`src/rtl/kf_step_ctrl.sv`:
```
// Kalman filter iteration sequencer: takes one measurement per step, then walks
// predict -> prior covariance -> gain -> posterior (state and covariance in parallel).
module kf_step_ctrl #(
    parameter int TIMEOUT = 64,
    parameter int CNT_W   = 16
) (
    input  logic             clk,
    input  logic             rst_n,
    input  logic             enable,
    input  logic             meas_valid,
    output logic             meas_ready,
    output logic             latch_meas,
    output logic             pred_start,
    input  logic             pred_done,
    output logic             pcov_start,
    input  logic             pcov_done,
    output logic             gain_start,
    input  logic             gain_done,
    output logic             postx_start,
    input  logic             postx_done,
    output logic             postp_start,
    input  logic             postp_done,
    output logic             busy,
    output logic [2:0]       stage,
    output logic             step_done,
    output logic [CNT_W-1:0] iter_cnt,
    output logic             err_timeout,
    input  logic             err_clr
);

    localparam int WD_W = $clog2(TIMEOUT);
    localparam logic [WD_W-1:0] WD_LAST = WD_W'(TIMEOUT - 1);

    typedef enum logic [2:0] {
        S_IDLE = 3'd0,
        S_PRED = 3'd1,
        S_PCOV = 3'd2,
        S_GAIN = 3'd3,
        S_POST = 3'd4
    } state_t;

    state_t           state_q, state_d;
    logic [WD_W-1:0]  wd_q, wd_d;
    logic             fx_q, fx_d;
    logic             fp_q, fp_d;
    logic             err_q, err_d;
    logic [CNT_W-1:0] iter_q, iter_d;
    logic             pred_start_q, pred_start_d;
    logic             pcov_start_q, pcov_start_d;
    logic             gain_start_q, gain_start_d;
    logic             post_start_q, post_start_d;
    logic             step_done_q, step_done_d;
    logic             handshake;
    logic             stage_exit;
    logic             timeout;

    assign meas_ready = (state_q == S_IDLE) && enable && !err_q;
    assign latch_meas = meas_valid && meas_ready;
    assign handshake  = latch_meas;

    always_ff @(posedge clk or negedge rst_n) begin
        if (!rst_n) begin
            state_q      <= S_IDLE;
            wd_q         <= '0;
            fx_q         <= 1'b0;
            fp_q         <= 1'b0;
            err_q        <= 1'b0;
            iter_q       <= '0;
            pred_start_q <= 1'b0;
            pcov_start_q <= 1'b0;
            gain_start_q <= 1'b0;
            post_start_q <= 1'b0;
            step_done_q  <= 1'b0;
        end else begin
            state_q      <= state_d;
            wd_q         <= wd_d;
            fx_q         <= fx_d;
            fp_q         <= fp_d;
            err_q        <= err_d;
            iter_q       <= iter_d;
            pred_start_q <= pred_start_d;
            pcov_start_q <= pcov_start_d;
            gain_start_q <= gain_start_d;
            post_start_q <= post_start_d;
            step_done_q  <= step_done_d;
        end
    end

    always_comb begin
        state_d    = state_q;
        stage_exit = 1'b0;
        unique case (state_q)
            S_IDLE: if (handshake) state_d = S_PRED;
            S_PRED: begin
                stage_exit = pred_done;
                if (stage_exit) state_d = S_PCOV;
            end
            S_PCOV: begin
                stage_exit = pcov_done;
                if (stage_exit) state_d = S_GAIN;
            end
            S_GAIN: begin
                stage_exit = gain_done;
                if (stage_exit) state_d = S_POST;
            end
            S_POST: begin
                // Either posterior done may arrive first; a remembered flag stands in for it.
                stage_exit = (fx_q || postx_done) && (fp_q || postp_done);
                if (stage_exit) state_d = S_IDLE;
            end
            default: state_d = S_IDLE;
        endcase

        timeout = (state_q != S_IDLE) && (wd_q == WD_LAST) && !stage_exit;
        if (timeout) state_d = S_IDLE;

        if (state_d != state_q || state_q == S_IDLE) wd_d = '0;
        else                                         wd_d = wd_q + 1'b1;

        if (state_q == S_POST && state_d == S_POST) begin
            fx_d = fx_q || postx_done;
            fp_d = fp_q || postp_done;
        end else begin
            fx_d = 1'b0;
            fp_d = 1'b0;
        end
    end

    always_comb begin
        pred_start_d = (state_d == S_PRED) && (state_q != S_PRED);
        pcov_start_d = (state_d == S_PCOV) && (state_q != S_PCOV);
        gain_start_d = (state_d == S_GAIN) && (state_q != S_GAIN);
        post_start_d = (state_d == S_POST) && (state_q != S_POST);
        step_done_d  = (state_q == S_POST) && stage_exit;
        iter_d       = iter_q + CNT_W'(step_done_d);
        // A fresh timeout outranks a simultaneous clear.
        if (timeout)      err_d = 1'b1;
        else if (err_clr) err_d = 1'b0;
        else              err_d = err_q;
    end

    assign pred_start  = pred_start_q;
    assign pcov_start  = pcov_start_q;
    assign gain_start  = gain_start_q;
    assign postx_start = post_start_q;
    assign postp_start = post_start_q;
    assign busy        = (state_q != S_IDLE);
    assign stage       = state_q;
    assign step_done   = step_done_q;
    assign iter_cnt    = iter_q;
    assign err_timeout = err_q;

endmodule
```
`config.mk`:
```
export PLATFORM = sky130hd
export DESIGN_NAME = kf_step_ctrl
export DESIGN_NICKNAME = d
export VERILOG_FILES = /design/src/rtl/kf_step_ctrl.sv
export SDC_FILE = /design/constraint.sdc
export NUM_CORES = 1
export LEC_CHECK = 0
export BUFFER_PORTS_ARGS = -buffer_cell sky130_fd_sc_hd__clkbuf_2
export CAP_MARGIN = 20
export CORE_ASPECT_RATIO = 2
export CORE_MARGIN = 8
export CORE_UTILIZATION = 30
export CTS_CLUSTER_DIAMETER = 50
export CTS_CLUSTER_SIZE = 28
export DETAILED_ROUTE_END_ITERATION = 7
export GPL_TIMING_DRIVEN = 0
export HOLD_SLACK_MARGIN = 0.05
export PLACE_DENSITY = 0.47
export SLEW_MARGIN = 30
export SYNTH_ARGS = -nofsm -noshare
export SYNTH_HDL_FRONTEND = slang
export SYNTH_SLANG_ARGS = --single-unit
```
`constraint.sdc`:
```
create_clock -name clk -period 2.5 [get_ports clk]
set_input_delay 0.5 -clock clk [delete_from_list [all_inputs] [get_ports clk]]
set_output_delay 0.5 -clock clk [all_outputs]
set_load 0.02 [all_outputs]
```
; ---- Word-level counts from Yosys, hierarchy flattened
; Cells that the tools add are included.
[word_totals]
register_bits = 33
in_bits = 10
out_inout_bits = 29
elab_cells = 60
[op_classes]
addsub = 2
eq_ne = 14
n_mux = 13
n_reduce_logical = 20
[ops]
columns = cell, count
row1 = 2-to-1 mux 3 bit, 6
row2 = adder 16 x 1 -> 16 bit, 1
row3 = one-hot mux 3 bit (5 select lines), 1
row4 = == test 3 x 2 -> 1 bit (second input constant), 4
row5 = logical AND 1 bit, 12
row6 = adder 6 x 1 -> 6 bit (second input constant), 1
row7 = == test 3 x 1 -> 1 bit (second input constant), 2
row8 = == test 3 bit (second input constant), 2
row9 = == test 6 bit (second input constant), 1
row10 = 2-to-1 mux 6 bit, 1
row11 = inequality test 3 x 2 -> 1 bit (second input constant), 2
row12 = 2-to-1 mux 1 bit, 4
row13 = one-hot mux 1 bit (4 select lines), 1
row14 = logical NOT 3 bit, 1
row15 = logical OR 1 bit, 3
row16 = inequality test 3 x 1 -> 1 bit (second input constant), 1
row17 = inequality test 3 bit, 1
row18 = inequality test 3 bit (second input constant), 1
row19 = nonzero test 3 bit, 1
row20 = logical NOT 1 bit, 2
row21 = nonzero test 2 bit, 1

; ---- Depth between registers and ports, before layout
[logic_depth]
depth_word = 10
mapped_depth = 9
ltp_nobuf = 8

; ---- Least setup slack after synthesis
; Ideal clock, no wire load.
[synth_path]
path_type = register to register
start = register state_q[2] (netlist: stage[2])
end = register iter_q[12] (netlist: iter_cnt[12])
setup_ns = 0.130
arrival_ns = 2.101
t_required_ns = 2.370
setup_slack_ns = 0.269
path_stages_with_launch = 10
path_buffers = 1
synth_period_minus_slack_ns = 2.231
cell_sequence = dfrtp_1 -> buf_6 -> inv_1 -> nor4_1 -> ha_1 -> ha_1 -> nand2_1 -> nor4_1 -> nand2_1 -> xnor2_1
[synth_between]
elab_chain_len = 4
elab_cells_between_ends = 7
classes_between = add/sub (1) / eq/ne (4) / mux (1) / reduce/logical (1)
[synth_lines]
columns = element, line
row1 = "start, declared", 42  ; state_t state_q, state_d;
row2 = "start signal, assigned", 75  ; state_q <= state_d;
row3 = "== test 3 bit, or another cell as far along", "92, 134"
row4 = one-hot mux 1 bit (4 select lines), 92  ; unique case (state_q)
row5 = logical AND 1 bit *, 134  ; step_done_d = (state_q == S_POST) && stage_exit;
row6 = named net step_done_d, 52  ; logic step_done_q, step_done_d;
row7 = adder 16 x 1 -> 16 bit *, 135  ; iter_d = iter_q + CNT_W'(step_done_d);
row8 = named net iter_d[12], 47  ; logic [CNT_W-1:0] iter_q, iter_d;
row9 = "end signal, assigned", 80  ; iter_q <= iter_d;
row10 = "end, declared", 47
; Mark *: on every way through the listed nets, which the timed path passes. The rest lies on a longest branch.
; A chain may end at the register's enable or synchronous reset.

; ---- Final worst setup path
[layout_path]
start = register state_q[2] (netlist: stage[2])
end = register iter_q[14] (netlist: iter_cnt[14])
; Same word-level chain as after synthesis.

==> summary.md <==
| Metric | Value |
|---|---|
| Status | finished, final reports clean |
| Syn avg cell area | approximately 11 um2 |
| Initial antenna violation count | 0 |
| Tmin final | 2.31 ns |
| HPWL after detailed placement | roughly 2600 um |
| Initial core utilization | 31.2% |
| Io pins | 39 |
| Diodes inserted | 0 |
| CTS Hold Buffers Added | 0 |
| Final Util | 39.2% |
| Max-Cap Viols | 0 |
| Vias in the first global route | between 1,000 and 1,500 |
| Vert. Die Dim | 117 um |
| P_leak | 0.970 nW |
| Final setup violation count | 0 |
| I/O Buffers | 38 |
| Slowest-stage cell, CP | dfrtp_1 |
| Total wire length | 3440 um |
| Synth area leader | dfrtp_1 |
| TNS Setup | 0 ns |
| RR Startpoint | stage[2]$_DFF_PN0_ |
| Power per cell area | 873 nW/um2 |
| Post-synthesis simple-gate area fraction | 22.3% |
| DRC viols | 0 |
| Routed Antenna Nets | 0 |
| Chip Width | between 60 and 70 um |
| XOR/XNOR Fraction of Synth Area | slightly above 10% |
| DRT iter0 DRCs | 21 |
| CTS Buf Count | 5 |
| Post-synthesis mux area share | 0.660% |
| CP Class | register to register |
| Layout cells sized above 1 | 34.8% |
| Synthesized flop and latch total | 33 |
| Mapped Cells | 133 |
| DP Worst Slack | -0.236 ns |
| Reg2Reg Setup Slack | 0.19 ns |
| IR drop worst, VDD | 0.551 mV |
| Core area | approximately 4900 um2 |
| Post-synthesis compound-gate area fraction | about 6.5% |
| Nets@finish | 191 |
| TritonRoute pass-1 iters | 4 |
| Clk Latency, worst-skew pair | around 0.28 ns |
| Clock Skew | 0.00588 ns |
| Startpoint types | register |
| GP Congestion | 0.812 |
| Final period util | between 90% and 100% |
| Post-synth cell types | 36 |
| First-pass GRT wire length | 5930 um |
| Hold slack | around 0.31 ns |
| CTS max path bufs | 2 |
| Yosys warns | 0 |
| R2R Path End | iter_cnt[14]$_DFF_PN0_ |
| # fillers | 511 |
| Vias/cell | 4.87 |
| Dominant synthesized flop cell | dfrtp_1 |
| Post-CTS Setup Inserts | 0 |
| Clock slew at reported path FFs | roughly 0.070 ns |
| WL/cell | ~15 um |
| Most common cell on crit path | nand2_1 |
| Peak Freq | 0.434 GHz |
| Top cells by count, synth | dfrtp_1, nand2_1, nor2_1, nand3_1, xnor2_1 |
| Mapped Area | 1520 um2 |
| Share of the synthesized area in the top cell type | between 50% and 60% |
| R2R depth | 9 |
| Via count | 1,145 |
| GR Util All Layers | 9.89% |
| Post-Syn Nets | 146 |
| CTS Root Cell | clkbuf_8 |
| Row count | 36 |
| Min-Delay Path Class | primary input to asynchronous set/reset pin |
| Async SR Flop Fraction | 100% |
| Setup slack after layout | 0.194 ns |
| Crit path cell chain | buf_6 -> inv_1 -> nor4_4 -> ha_2 -> ha_1 -> nand2_1 -> nor4_2 -> nand2_1 -> xnor2_1 |
| RSZ-0062 raised after global routing | false |
| # clock sinks | 33 |
| Synth Area in Adders | under 10% |
| Final slew viol count | 0 |
| Slew margin rel. | between 40 and 50% |
| Number of synthesized flops with an enable pin | 0 |
| Largest family of logic cells by synthesized area | simple AND/OR/NAND/NOR gates |
| Worst Path Max Fanout | 9 |
| Layout area overhead | 25.6% |
| WP data required | between 2 and 3 ns |
| H-tree Lvls | 2 |
| Synth top area cells | dfrtp_1, xnor2_1, xor2_1, nand3_1, nand2_1 |
| Die Area | around 7700 um2 |
| Least-Margin Pin Slew | 0.848 ns |
| CTS tree | built |
| Final Hold Vio Count | 0 |
| Worst Setup End Kind | register |
| CP arrival | 2.47 ns |
| Largest net degree at the start of global routing | 34 |
| CP max stage delay | approximately 0.37 ns |
| Post-CTS sizing | 2 |
| Post-synthesis sequential area ratio | 54.4% |
| Most common cell in the netlist | dfrtp_1 |
| Total grt overflow | 0 |
how the worst max path moves through the flow:
stage	start	endpoint	slack, ns	depth (start not counted)
2_1_floorplan	stage[2]$_DFF_PN0_	iter_cnt[12]$_DFF_PN0_	0.27	9
3_3_place_gp	postx_done	iter_cnt[14]$_DFF_PN0_	-0.14	9
3_5_place_dp	postx_done	iter_cnt[14]$_DFF_PN0_	-0.24	9
4_1_cts	stage[2]$_DFF_PN0_	iter_cnt[14]$_DFF_PN0_	0.02	9
5_1_grt	stage[2]$_DFF_PN0_	iter_cnt[14]$_DFF_PN0_	0.003	9
6_report	stage[2]$_DFF_PN0_	iter_cnt[14]$_DFF_PN0_	0.19	9
logic make-up after synthesis:
kind of cell	Yosys count
buffers and inverters	6
xor gates and xnor gates	18
adders and majority gates	3
AOI/OAI and AO/OA	12
muxes	1
and+or+nand+nor	60
DFF	33
report_power, final:
part | internal, mW | switching, mW | total, mW
Clock | 0.290 | 0.191 | 0.481
Sequential | 0.601 | 0.0581 | 0.659
Combinational | 0.211 | 0.314 | 0.525
per-stage QoR:
step                cells  power [mW]  area [um2]
floorplan             133        1.03        1520
global placement      228        1.19        1780
detailed placement    228        1.19        1780
CTS                   235        1.70        1900
global route          235        1.78        1910
finish                235        1.67        1910
worst max-delay path, delay by kind of cell, from the launching register on:
| kind | cells | cell delay (ns) |
|---|---|---|
| and+or+nand+nor | 4 | 0.91 |
| adders and majority gates | 2 | 0.50 |
| DFF | 1 | 0.37 |
| buffers and inverters | 2 | 0.26 |
| xor gates and xnor gates | 1 | 0.15 |
state kept, by name (all words and copies together), names as in the netlist:
register,flops
step_done,1
fp_q,1
iter_cnt,16
pcov_start,1
pred_start,1
fx_q,1
wd_q,6
stage,3
gain_start,1
err_timeout,1
postp_start,1
placed cells by master (no fill, tap or decap), drive strengths merged, types with 3 or more instances in the layout:
cell type | synthesis | layout
nor3 | 7 | 7
xnor2 | 10 | 10
clkbuf | 0 | 43
dfrtp | 33 | 33
and3 | 4 | 4
nand2 | 12 | 12
ha | 3 | 3
a31oi | 3 | 3
buf | 4 | 4
nor2 | 12 | 12
nand3 | 11 | 11
nor4 | 3 | 3
xor2 | 8 | 8
final cells by class:
class                   count  area [um2]  share of cell area, %
flip-flops and latches     33         826                   43.3
multi-input cells          94         667                   35.0
repair buffers             38         190                   9.97
well taps                  57        71.3                   3.74
clock buffers               5        68.8                   3.61
plain buffers               4        41.3                   2.17
clock inverters             2        35.0                   1.84
inverters                   2        7.51                  0.394
layer usage:
metal	vias to the layer above	wire length, um	part of all wire (%)	track usage [%]
met1	555	1380	40	10.2
met2	35	1710	50	16.5
met5	-	0	0	0
li1	549	-	-	-
met4	0	78	2.3	5.16
met3	6	274	8.0	4.03
No activity file was read; power rests on OpenSTA's default activity.
